$ cat src/rtl/aux_pkg.sv
// Shared widths and FSM encoding for the AUX FIFO unpacker.
package aux_pkg;

    localparam int AUX_HDR_W         = 12;
    localparam int AUX_PAY_W         = 12;
    localparam int AUX_WORD_W        = AUX_HDR_W + AUX_PAY_W;
    localparam int DEF_WORDS_PER_BLK = 32;

    localparam logic [2:0] S_RDA  = 3'd0;
    localparam logic [2:0] S_CAPA = 3'd1;
    localparam logic [2:0] S_RDB  = 3'd2;
    localparam logic [2:0] S_CAPB = 3'd3;
    localparam logic [2:0] S_E0   = 3'd4;
    localparam logic [2:0] S_E1   = 3'd5;
    localparam logic [2:0] S_E2   = 3'd6;

endpackage

$ cat src/rtl/aux_pair2bytes.sv
// Combinational unpack of one A/B payload pair into one of its three bytes.
module aux_pair2bytes
    import aux_pkg::*;
(
    input  logic [AUX_PAY_W-1:0] a,
    input  logic [AUX_PAY_W-1:0] b,
    input  logic [1:0]           sel,
    output logic [7:0]           byte_o
);

    always_comb begin
        case (sel)
            2'd0:    byte_o = a[7:0];
            2'd1:    byte_o = {b[3:0], a[11:8]};
            default: byte_o = b[11:4];
        endcase
    end

endmodule

$ cat src/rtl/aux_unpack.sv
// Pops {hdr,payload} words from the AUX FIFO in A/B pairs and streams the
// three packed bytes per pair with block framing and header checking.
module aux_unpack
    import aux_pkg::*;
#(
    parameter int WORDS_PER_BLK = DEF_WORDS_PER_BLK,
    parameter int CNT_W         = 16
) (
    input  logic             clk125,
    input  logic             sys_rst_n,
    input  logic [23:0]      fifo_dout,
    input  logic             fifo_empty,
    output logic             fifo_rd_en,
    output logic [7:0]       byte_data,
    output logic             byte_valid,
    input  logic             byte_ready,
    output logic             byte_sop,
    output logic             byte_eop,
    output logic [7:0]       blk_id,
    output logic [3:0]       blk_left,
    output logic             hdr_err,
    output logic [CNT_W-1:0] blk_cnt
);

    localparam int WC_W = $clog2(WORDS_PER_BLK) + 1;

    logic [2:0]           state_q, state_d;
    logic [WC_W-1:0]      wcnt_q, wcnt_d;
    logic [AUX_PAY_W-1:0] a_q, a_d, b_q, b_d;
    logic [AUX_HDR_W-1:0] hdr_q, hdr_d;
    logic                 hdr_err_q, hdr_err_d;
    logic [CNT_W-1:0]     blk_cnt_q, blk_cnt_d;

    logic [AUX_HDR_W-1:0] in_hdr;
    logic [AUX_PAY_W-1:0] in_pay;
    logic                 hdr_bad;
    logic                 xfer;
    logic                 last_pair;
    logic [1:0]           sel;
    logic [7:0]           pair_byte;

    assign in_hdr    = fifo_dout[AUX_WORD_W-1:AUX_PAY_W];
    assign in_pay    = fifo_dout[AUX_PAY_W-1:0];
    // The first pair of a block is never checked: its header is the reference.
    assign hdr_bad   = (wcnt_q != '0) && (in_hdr != hdr_q);
    assign last_pair = (wcnt_q + WC_W'(2)) == WC_W'(WORDS_PER_BLK);

    assign byte_valid = (state_q == S_E0) || (state_q == S_E1) || (state_q == S_E2);
    assign xfer       = byte_valid && byte_ready;
    assign fifo_rd_en = ((state_q == S_RDA) || (state_q == S_RDB)) && !fifo_empty;

    always_comb begin
        case (state_q)
            S_E0:    sel = 2'd0;
            S_E1:    sel = 2'd1;
            default: sel = 2'd2;
        endcase
    end

    aux_pair2bytes u_p2b (
        .a      (a_q),
        .b      (b_q),
        .sel    (sel),
        .byte_o (pair_byte)
    );

    assign byte_data = byte_valid ? pair_byte : 8'h00;
    assign byte_sop  = (state_q == S_E0) && (wcnt_q == '0);
    assign byte_eop  = (state_q == S_E2) && last_pair;
    assign blk_id    = hdr_q[7:0];
    assign blk_left  = hdr_q[11:8];
    assign hdr_err   = hdr_err_q;
    assign blk_cnt   = blk_cnt_q;

    always_comb begin
        state_d   = state_q;
        wcnt_d    = wcnt_q;
        a_d       = a_q;
        b_d       = b_q;
        hdr_d     = hdr_q;
        hdr_err_d = 1'b0;
        blk_cnt_d = blk_cnt_q;
        case (state_q)
            S_RDA: if (!fifo_empty) state_d = S_CAPA;
            S_CAPA: begin
                a_d     = in_pay;
                state_d = S_RDB;
                if (wcnt_q == '0) begin
                    hdr_d = in_hdr;
                end else if (hdr_bad) begin
                    // Mismatched A word restarts as word A of a fresh block.
                    hdr_err_d = 1'b1;
                    wcnt_d    = '0;
                    hdr_d     = in_hdr;
                end
            end
            S_RDB: if (!fifo_empty) state_d = S_CAPB;
            S_CAPB: begin
                b_d     = in_pay;
                state_d = S_E0;
                if (hdr_bad) begin
                    hdr_err_d = 1'b1;
                    wcnt_d    = '0;
                    state_d   = S_RDA;
                end
            end
            S_E0: if (xfer) state_d = S_E1;
            S_E1: if (xfer) state_d = S_E2;
            S_E2: begin
                if (xfer) begin
                    state_d = S_RDA;
                    if (last_pair) begin
                        wcnt_d    = '0;
                        blk_cnt_d = blk_cnt_q + CNT_W'(1);
                    end else begin
                        wcnt_d = wcnt_q + WC_W'(2);
                    end
                end
            end
            default: state_d = S_RDA;
        endcase
    end

    always_ff @(posedge clk125 or negedge sys_rst_n) begin
        if (!sys_rst_n) begin
            state_q   <= S_RDA;
            wcnt_q    <= '0;
            a_q       <= '0;
            b_q       <= '0;
            hdr_q     <= '0;
            hdr_err_q <= 1'b0;
            blk_cnt_q <= '0;
        end else begin
            state_q   <= state_d;
            wcnt_q    <= wcnt_d;
            a_q       <= a_d;
            b_q       <= b_d;
            hdr_q     <= hdr_d;
            hdr_err_q <= hdr_err_d;
            blk_cnt_q <= blk_cnt_d;
        end
    end

endmodule

$ cat config.mk
export PLATFORM = sky130hd
export DESIGN_NAME = aux_unpack
export DESIGN_NICKNAME = d
export VERILOG_FILES = /design/src/rtl/aux_pkg.sv /design/src/rtl/aux_pair2bytes.sv /design/src/rtl/aux_unpack.sv
export SDC_FILE = /design/constraint.sdc
export NUM_CORES = 1
export LEC_CHECK = 0
export BUFFER_PORTS_ARGS = -buffer_cell sky130_fd_sc_hd__buf_2
export CORE_UTILIZATION = 41
export DETAILED_ROUTE_END_ITERATION = 6
export SYNTH_ARGS = -nofsm -noshare
export SYNTH_HDL_FRONTEND = slang
export SYNTH_SLANG_ARGS = --single-unit
$ cat constraint.sdc
create_clock -name clk125 -period 4.3 [get_ports clk125]
set_input_delay 0 -clock clk125 [delete_from_list [all_inputs] [get_ports clk125]]
set_output_delay 0 -clock clk125 [all_outputs]
set_load 0.02 [all_outputs]
==> metrics.yaml, run 1 <==
run_status:
  status: "finished clean"
die:
  die_x_um: 88.5
  coreArea_um2: 7250
  rows: 31
  die_area_um2: 7830
  die_h_um: 88.5
  initial_core_util_pct: 42.3
  io_pins: 69
logic_synthesis:
  yosysMostFrequentCell: "dfrtp_1"
  syn_nets: 279
  synth.distinct_cells: 41
  synth_cells: 249
  synth_edf_count: 0
  ys_seq_area_share_pct: 49.8
  yosys_warnings: 0
  avgSynthCellArea_um2: 12.3
  synth_top_area_share_pct: 49.8
  yosysTopAreaCell: "dfrtp_1"
  async_flop_share_pct: 100
  dominantRegCellSynth: "dfrtp_1"
  synth_area_leaders: "dfrtp_1 (50%), mux2_2 (10%), mux2_4 (4.9%)"
  ys_seq_elements: 61
  syn-cell-area_um2: 3070
  ys_top_cells_by_count: "dfrtp_1 (61), mux2_2 (28), xnor2_1 (17)"
global_route:
  grt_pass1_vias: 2078
  antenna_found_initial: 0
  grt_max_degree: 62
  grt_first_pass_wirelength_um: 10000
  grt.total_usage_pct: 17.0
  overflow: 0
setup_path:
  cpPeakStageDelay_ns: 0.77
  crit_fanout: 16
  path_delay_family: "simple AND/OR/NAND/NOR gates"
  crit_buf_inv: 0
  worstSetupStartpointType: "flop"
  slowest_stage: "nor4b_4"
  reg2reg_from: "state_q[1]"
  worstSetupPathType: "reg -> reg"
  endpoint_kind: "flop"
  path_cells: "and2b_2 -> nand3_2 -> nor4b_4 -> mux2_2"
  crit_start: "state_q[1]"
  required_ns: 4.52
  worstPathArrival_ns: 2.67
place:
  place.gp.congestion: 0.757
  hpwl_um: 4110
  port_buffers: 68
power_and_ir_drop:
  ir_drop_mv: 0.317
  power_leakage_uw: 0.00191
  power.total_uw: 2450
  powerDensity_nw_per_um2: 617
routing:
  routed_wl_um: 6110
  drc_errors: 0
  first_iter_violations: 89
  dr.pass1.iters: 4
  vias: 2167
  final_antenna_net_count: 0
  wire_per_inst_um: 13.6
  drt-vias-per-instance: 4.84
timing:
  drv_slew: 0
  worst_slew_pin_slew_ns: 0.874
  final.setup_skew_ns: 0.00921
  rsz0062_at_grt: "false"
  fin_setup_tns_ns: 0
  fmax_mhz: 407
  fin_crit_sh_pct: 57.2
  period_needed_ns: 2.46
  slew_headroom_pct: 41.5
  setup_viol: 0
  hold_viol_final: 0
final_layout:
  syn2layout_area_growth_pct: 29.6
  num_antenna_cells: 0
  finalNetCount: 374
  layout-drive-gt1-share_pct: 39.5
clock_network:
  cts_buffer_depth: 2
  cts_resized: 0
  clkSinkCount: 61
  clk_pin_slew_worst_paths_ns: 0.06
  cts_tree: "done"
  clk_latency_ns: 0.33
  cts_made_buffers: 9
  h-tree-depth: 3
  clockRootBuffer: "clkbuf_8"
min_path:
  min_from: "byte_ready"
  hold_path_class: "in -> reg"
run:
  max-cap-violations: 0
## power breakdown
part	total (uW)	switching [uW]	internal [uW]
clock	606	217	389
sequential	957	185	772
combinational	891	419	472
## through the flow
step	worst slack (ns)	util, %	instances	instance area (um2)	hold slack [ns]
after global placement	1.87	47.9	406	3470	0.220
after CTS	1.83	54.8	448	3980	0.0156
final	1.84	54.8	448	3980	0.0280
after global routing	1.62	54.8	448	3980	0.0401
after detailed placement	1.83	47.9	406	3470	0.214
after floorplan	2.39	-	249	3070	-0.296
## worst min-delay path, cell delays in order
cell and delay, ns:
buf_2 0.13, nand3_2 0.10, mux2i_1 0.07
## flip-flops by register name, summed over array words and instances, names as in the netlist
register / cells
hdr_q: 12
b_q: 12
blk_cnt: 16
hdr_err: 1
state_q: 3
a_q: 12
wcnt_q: 5
## cell type report
cell class | instances | area (um2)
fillers | 626 | 3280
flip-flops and latches | 61 | 1530
multi-input cells | 175 | 1470
repair buffers | 95 | 608
clock buffers | 13 | 179
well taps | 99 | 124
clock inverters | 3 | 65.1
inverters | 2 | 7.51
## cell families (layout without fill, tap and decap cells)
kind of cell,Yosys count,after routing,share of synthesized area (%)
fa+ha+maj,2,2,0.816
flops,61,61,49.8
buf+inv,13,113,2.45
simple gates,75,75,15.6
compound gates,19,19,3.79
mux,48,48,18.4
xor+xnor,31,31,9.10
## cell usage in the layout, fill, tap and decap left out, types with 3 or more instances in the layout
cell	netlist	layout
and2_1	10	10
and3_1	7	7
and4_1	3	3
buf_2	3	68
clkbuf_8	0	13
dfrtp_1	61	61
dlygate4sd3_1	0	26
mux2_2	28	28
mux2_4	10	10
mux2i_1	10	10
nand2_1	14	14
nand3_1	8	8
nand3_2	4	4
nand4_1	6	6
nor2_1	4	4
nor3_1	5	5
nor4_2	3	3
o21ai_0	10	10
xnor2_1	17	17
xor2_1	13	13
## repair_timing
item,CTS,global route
endpoints found under the hold margin,98,0
setup buffers,0,0
hold buffers,26,0
## final timing paths
path	endpoint	slack, ns	depth (start not counted)
worst max-delay path	blk_cnt[1]	1.84	4
worst min-delay path	wcnt_q[1]	0.03	3
worst max register to register	blk_cnt[1]	1.84	4
worst min register to register	blk_cnt[15]	0.47	1
max in group asynchronous	a_q[7]	3.44	3
min in group asynchronous	b_q[2]	0.36	3
## per-layer routing
layer  global-route usage [%]  vias to the layer above  routed length (um)
met2                     25.5                       66                2650
li1                         -                     1068                   -
met3                     5.04                        6                 289
met4                     5.28                        0                  70
met5                        0                        -                   0
met1                     23.8                     1027                3100
No activity file was read; power rests on OpenSTA's default activity.
==> run 2, diff against run 1 <==
clock period = 2.5 ns   (was 4.3 ns; I/O delays follow)
==> metrics.yaml, run 2 (synthesized netlist as in run 1, its figures left out) <==
run_status:
  status: "finished clean"
die:
  die_x_um: 88.5  # unchanged
  rows: 31  # unchanged
  initial_core_util_pct: 42.3  # unchanged
  io_pins: 69  # unchanged
  die_area_um2: 7830  # unchanged
  coreArea_um2: 7250  # unchanged
  die_h_um: 88.5  # unchanged
power_and_ir_drop:
  ir_drop_mv: 0.594  # +88%
  powerDensity_nw_per_um2: 1060  # +71%
  power.total_uw: 4230  # +73%
  power_leakage_uw: 0.00194  # +1.4%
final_layout:
  num-fill-cells: 662  # +5.8%
  num_antenna_cells: 0  # unchanged
  syn2layout_area_growth_pct: 30.6
  layout_commonest_cell: "buf_2"
  largest_reg_flops: 16  # unchanged
  final_cell_mix: "buf_2 (68), dfrtp_1 (61), mux2_2 (28)"
  finalNetCount: 381  # +1.9%
  layout-drive-gt1-share_pct: 40.7  # +1.2 points
routing:
  drc_errors: 0  # unchanged
  vias: 2200  # +1.5%
  drt-vias-per-instance: 4.84  # about the same
  routed_wl_um: 6320  # +3.5%
  final_antenna_net_count: 0  # unchanged
  dr.pass1.iters: 4  # unchanged
  wire_per_inst_um: 13.9  # +1.9%
  first_iter_violations: 70  # -21%
clock_network:
  clockRootBuffer: "clkbuf_8"
  clk_pin_slew_worst_paths_ns: 0.07  # about the same
  clkSinkCount: 61  # unchanged
  cts_made_buffers: 9  # unchanged
  clk_latency_ns: 0.33  # about the same
  cts_buffer_depth: 2  # unchanged
  h-tree-depth: 3  # unchanged
  cts_tree: "done"
setup_path:
  slowest_stage: "dfrtp_1"
  worstPathArrival_ns: 2.21  # -0.46 ns
  crit_fanout: 16  # unchanged
  endpoint_kind: "flop"
  worstSetupPathType: "reg -> reg"
  crit_buf_inv: 1  # +1
  path_cells: "ha_1 -> or2b_4 -> nor4b_4 -> buf_4 -> mux2_2"
  required_ns: 2.71  # -1.81 ns
  path_delay_family: "simple AND/OR/NAND/NOR gates"
  worstSetupStartpointType: "flop"
  cpPeakStageDelay_ns: 0.42  # -0.35 ns
place:
  hpwl_um: 4340  # +5.5%
  place.gp.congestion: 0.847  # +12%
  port_buffers: 68  # unchanged
min_path:
  hold_path_class: "in -> reg"
global_route:
  grt_pass1_vias: 2143  # +3.1%
  grt_max_degree: 28  # -55%
  grt.total_usage_pct: 17.3  # +0.32 points
  overflow: 0  # unchanged
  antenna_found_initial: 0  # unchanged
  grt_first_pass_wirelength_um: 10200  # +1.9%
timing:
  hold_viol_final: 0  # unchanged
  setup_viol: 0  # unchanged
  fin_setup_tns_ns: 0  # unchanged
  period_needed_ns: 2.00  # -0.461 ns
  fin_crit_sh_pct: 80.0  # +23 points
  slew_headroom_pct: 59.4  # +18 points
  drv_slew: 0  # unchanged
  fmax_mhz: 500  # +23%
  rsz0062_at_grt: "false"
  final.setup_skew_ns: 0.00712  # -0.00210 ns
  worst_slew_pin_slew_ns: 0.609  # -0.265 ns
run:
  max-cap-violations: 0  # unchanged
## run 2: cell types whose count changed in the layout (fill, tap and decap cells not counted), sizes merged
cell,before,now
dlygate4sd3,26,25
buf,69,77
clkbuf,13,12
clkinv,1,2
## run 2: tightest hold or removal path: cells and delay by family
kind	cells	cell delay (ns)
compound gates	2	0.19
buf+inv	1	0.10
## run 2: worst paths after layout
path / from / end / slack [ns] / depth (start not counted)
min: fifo_empty / state_q[0] / 0.01 / 3
min in group asynchronous: sys_rst_n / b_q[2] / 0.22 / 2
max reg2reg: wcnt_q[1] / blk_cnt[1] / 0.50 / 5
max in group asynchronous: sys_rst_n / b_q[3] / 1.58 / 3
min reg2reg: blk_cnt[15] / blk_cnt[15] / 0.48 / 1
max: wcnt_q[1] / blk_cnt[1] / 0.50 / 5
## run 2: layout make-up
type	count	area [um2]	area share (%)
sequential	61	1530	38.1
multi-input combinational	175	1470	36.6
timing repair buffer	102	658	16.4
clock buffer	12	155	3.87
tap	99	124	3.09
clock inverter	4	70.1	1.75
inverter	2	7.51	0.187
## run 2: report_power, final
part / switching (uW) / internal [uW]
registers: 269 / 1330
logic: 786 / 858
clock network: 378 / 613
total: 1430 / 2800
## run 2: through the flow
step | instances | worst slack, ns | cell area [um2] | hold slack (ns) | util [%]
2_1_floorplan | 249 | 0.585 | 3070 | -0.296 | -
3_3_place_gp | 414 | 0.526 | 3530 | 0.0441 | 48.7
3_5_place_dp | 414 | 0.504 | 3530 | 0.0457 | 48.7
4_1_cts | 455 | 0.485 | 4010 | 0.00307 | 55.2
5_1_grt | 455 | 0.362 | 4010 | 0.0241 | 55.2
6_report | 455 | 0.501 | 4010 | 0.0135 | 55.2
## run 2: timing repair
item / CTS / global route
endpoints found under the hold margin: 61 / 0
hold buffers: 25 / 0
setup buffers: 0 / 0
gates resized for setup: 0 / 0
## run 2: metal layers
metal / up-vias / wire [um] / track usage [%]
met1: 1058 / 3150 / 23.8
met5: - / 0 / 0
met3: 8 / 276 / 4.76
met2: 57 / 2810 / 26.4
li1: 1077 / - / -
met4: 0 / 91 / 6.16
==> run 3, diff against run 2 <==
ABC_AREA = 1   (was unset)
clock period = 2 ns   (was 2.5 ns; I/O delays follow)
==> metrics.yaml, run 3 <==
place:
  preCtsSetupSlack_ns: 0.186  # -0.318 ns
  port_buffers: 68  # unchanged
  placed_area_um2: 3730  # +5.6%
  place.gp.congestion: 0.808  # -4.6%
  hpwl_um: 5220  # +20%
setup_path:
  crit_fanout: 15  # -1
  worstPathArrival_ns: 2.05  # -0.16 ns
  cpPeakStageDelay_ns: 0.41  # about the same
  required_ns: 2.23  # -0.48 ns
  path_common_cell: "nand2_2"
  endpoint_kind: "flop"
  crit_buf_inv: 0  # -1
  worstSetupPathType: "reg -> reg"
  path_cells: "ha_1 -> xor2_1 -> nor3_2 -> nand2_2 -> nor2_2 -> nand2_2 -> o21ai_0 -> nand2_1"
  worstRegToRegCells: 8  # +3
  cp.depth: 8  # +3
  worstSetupStartpointType: "flop"
  path_delay_family: "simple AND/OR/NAND/NOR gates"
  slowest_stage: "dfrtp_1"
die:
  die_x_um: 91.1  # +2.9%
  coreArea_um2: 7690  # +6.0%
  die_area_um2: 8290  # +5.9%
  die_h_um: 91.1  # +2.9%
  initial_core_util_pct: 42.3  # about the same
  io_pins: 69  # unchanged
  rows: 32  # +3.2%
timing:
  fin_crit_sh_pct: 91.4  # +11 points
  period_needed_ns: 1.83  # -0.172 ns
  setup_viol: 0  # unchanged
  whs_ns: 0.0530  # +0.0395 ns
  slew_headroom_pct: 59.0  # -0.35 points
  worst_slew_pin_slew_ns: 0.615  # +0.00525 ns
  final.setup_skew_ns: 0.00566  # -0.00145 ns
  fin_setup_tns_ns: 0  # unchanged
  hold_viol_final: 0  # unchanged
  setup_ws_ns: 0.173  # -0.328 ns
  fmax_mhz: 547  # +9.4%
  rsz0062_at_grt: "false"
  drv_slew: 0  # unchanged
final_layout:
  num_antenna_cells: 0  # unchanged
  largest_reg_flops: 16  # unchanged
  syn2layout_area_growth_pct: 29.7
  final_cell_mix: "nand2_1 (160), buf_2 (68), dfrtp_1 (59)"
  finalInstanceArea_um2: 4220  # +5.2%
  layout_commonest_cell: "nand2_1"
  layout-drive-gt1-share_pct: 22.1  # -19 points
  finalNetCount: 563  # +48%
clock_network:
  clk_pin_slew_worst_paths_ns: 0.07  # about the same
  clkSinkCount: 61  # unchanged
  post_cts_buffers: 0  # unchanged
  cts_tree: "done"
  clockRootBuffer: "clkbuf_8"
  cts_buffer_depth: 2  # unchanged
  cts_made_buffers: 9  # unchanged
  clk_latency_ns: 0.33  # about the same
  h-tree-depth: 3  # unchanged
logic_synthesis:
  synth.distinct_cells: 31  # -24%
  synth_mux_area_share_pct: 0  # -18 points
  ys_seq_elements: 61  # unchanged
  async_flop_share_pct: 100  # unchanged
  ys_top_cells_by_count: "nand2_1 (160), dfrtp_1 (61), inv_1 (50)"
  synth_area_leaders: "dfrtp_1 (47%), nand2_1 (18%), inv_1 (5.8%)"
  yosysTopAreaCell: "dfrtp_1"
  synth_top_area_share_pct: 46.9  # -2.8 points
  yosys.area_share.simple_pct: 30.9  # +15 points
  syn-cell-area_um2: 3250  # +6.0%
  synth_cells: 431  # +73%
  dominantRegCellSynth: "dfrtp_1"
  synth-compound-area-share_pct: 8.62  # +4.8 points
  ys_seq_area_share_pct: 46.9  # -2.8 points
  synth_edf_count: 0  # unchanged
  synth_top_family_by_area: "simple AND/OR/NAND/NOR gates"
  synthAdderAreaFrac_pct: 0.770  # -0.046 points
  syn_nets: 461  # +65%
  yosys_warnings: 0  # unchanged
  yosysMostFrequentCell: "nand2_1"
  avgSynthCellArea_um2: 7.54  # -39%
  synth_xor_area_share_pct: 4.31  # -4.8 points
global_route:
  grt.total_usage_pct: 19.6  # +2.3 points
  antenna_found_initial: 0  # unchanged
  overflow: 0  # unchanged
  grt_first_pass_wirelength_um: 13000  # +27%
  grt_pass1_vias: 2880  # +34%
  grt_max_degree: 28  # unchanged
routing:
  dr.pass1.iters: 6  # +2
  routed_wl_um: 7310  # +16%
  final_antenna_net_count: 0  # unchanged
  first_iter_violations: 108  # +54%
  drt-vias-per-instance: 4.65  # -3.9%
  wire_per_inst_um: 11.4  # -18%
  vias: 2974  # +35%
  drc_errors: 0  # unchanged
power_and_ir_drop:
  ir_drop_mv: 0.632  # +6.4%
  power_leakage_uw: 0.00226  # +16%
  powerDensity_nw_per_um2: 1250  # +18%
run:
  max-cap-violations: 0  # unchanged
min_path:
  hold_depth: 4  # +1
  hold_path_class: "in -> reg"
run_status:
  status: "finished clean"
## run 3: cell count changes in the layout (fill, tap and decap cells not counted), moves of 13 or more
cell / change
inv_1: +47
mux2_2: -28
o21ai_0: +21
nand2_1: +146
nand3_1: +24
o21ai_1: +13
## run 3: path summary, 6_finish.rpt
kind | slack, ns | startpoint | end
setup / recovery | 0.17 | wcnt_q[1] | blk_cnt[8]
hold / removal | 0.05 | byte_ready | state_q[2]
setup reg to reg | 0.17 | wcnt_q[1] | blk_cnt[8]
hold reg to reg | 0.47 | wcnt_q[5] | wcnt_q[5]
max in group asynchronous | 1.06 | sys_rst_n | b_q[2]
min in group asynchronous | 0.21 | sys_rst_n | hdr_q[0]
## run 3: power by group
part / internal (uW) / leakage [uW] / switching [uW]
registers: 1660 / 0.000773 / 293
clock network: 746 / 0.000115 / 478
logic: 742 / 0.00137 / 1340
## run 3: cell type report
cell class	instances	area (um2)
clock buffer	14	193
fill	748	3470
multi-input combinational	302	1450
timing repair buffer	103	666
inverter	56	214
tap	102	128
sequential	61	1530
clock inverter	2	37.5
## run 3: what timing repair did
action	CTS	global route
hold buffers	25	0
resized for setup	0	4
endpoints found under the setup margin	0	5
endpoints found under the hold margin	61	0
## run 3: worst reg2reg max path: cells and delay by family (launching register included)
kind            cells  cell delay (ns)
fa+ha+maj           1             0.25
xor+xnor            1             0.17
compound gates      1             0.22
simple gates        5             0.68
flops               1             0.41
## run 3: per-stage QoR
step	cells	power, uW	utilization, %
2_1_floorplan	431	3400	-
3_3_place_gp	599	3960	48.5
3_5_place_dp	599	4020	48.5
4_1_cts	640	5300	54.8
5_1_grt	640	5710	54.9
6_report	640	5250	54.9
## run 3: cells by family after synthesis
kind of cell               after synthesis
adders and majority gates                2
buffers and inverters                   68
and+or+nand+nor                        231
xor gates and xnor gates                16
AOI/OAI and AO/OA                       53
DFF                                     61
## run 3: routing by layer
metal,part of all wire (%),track usage (%),wire (um)
met2,48,32.8,3520
met3,2.4,3.18,178
met1,48,25.3,3480
met4,1.8,8.07,130
met5,0,0,0
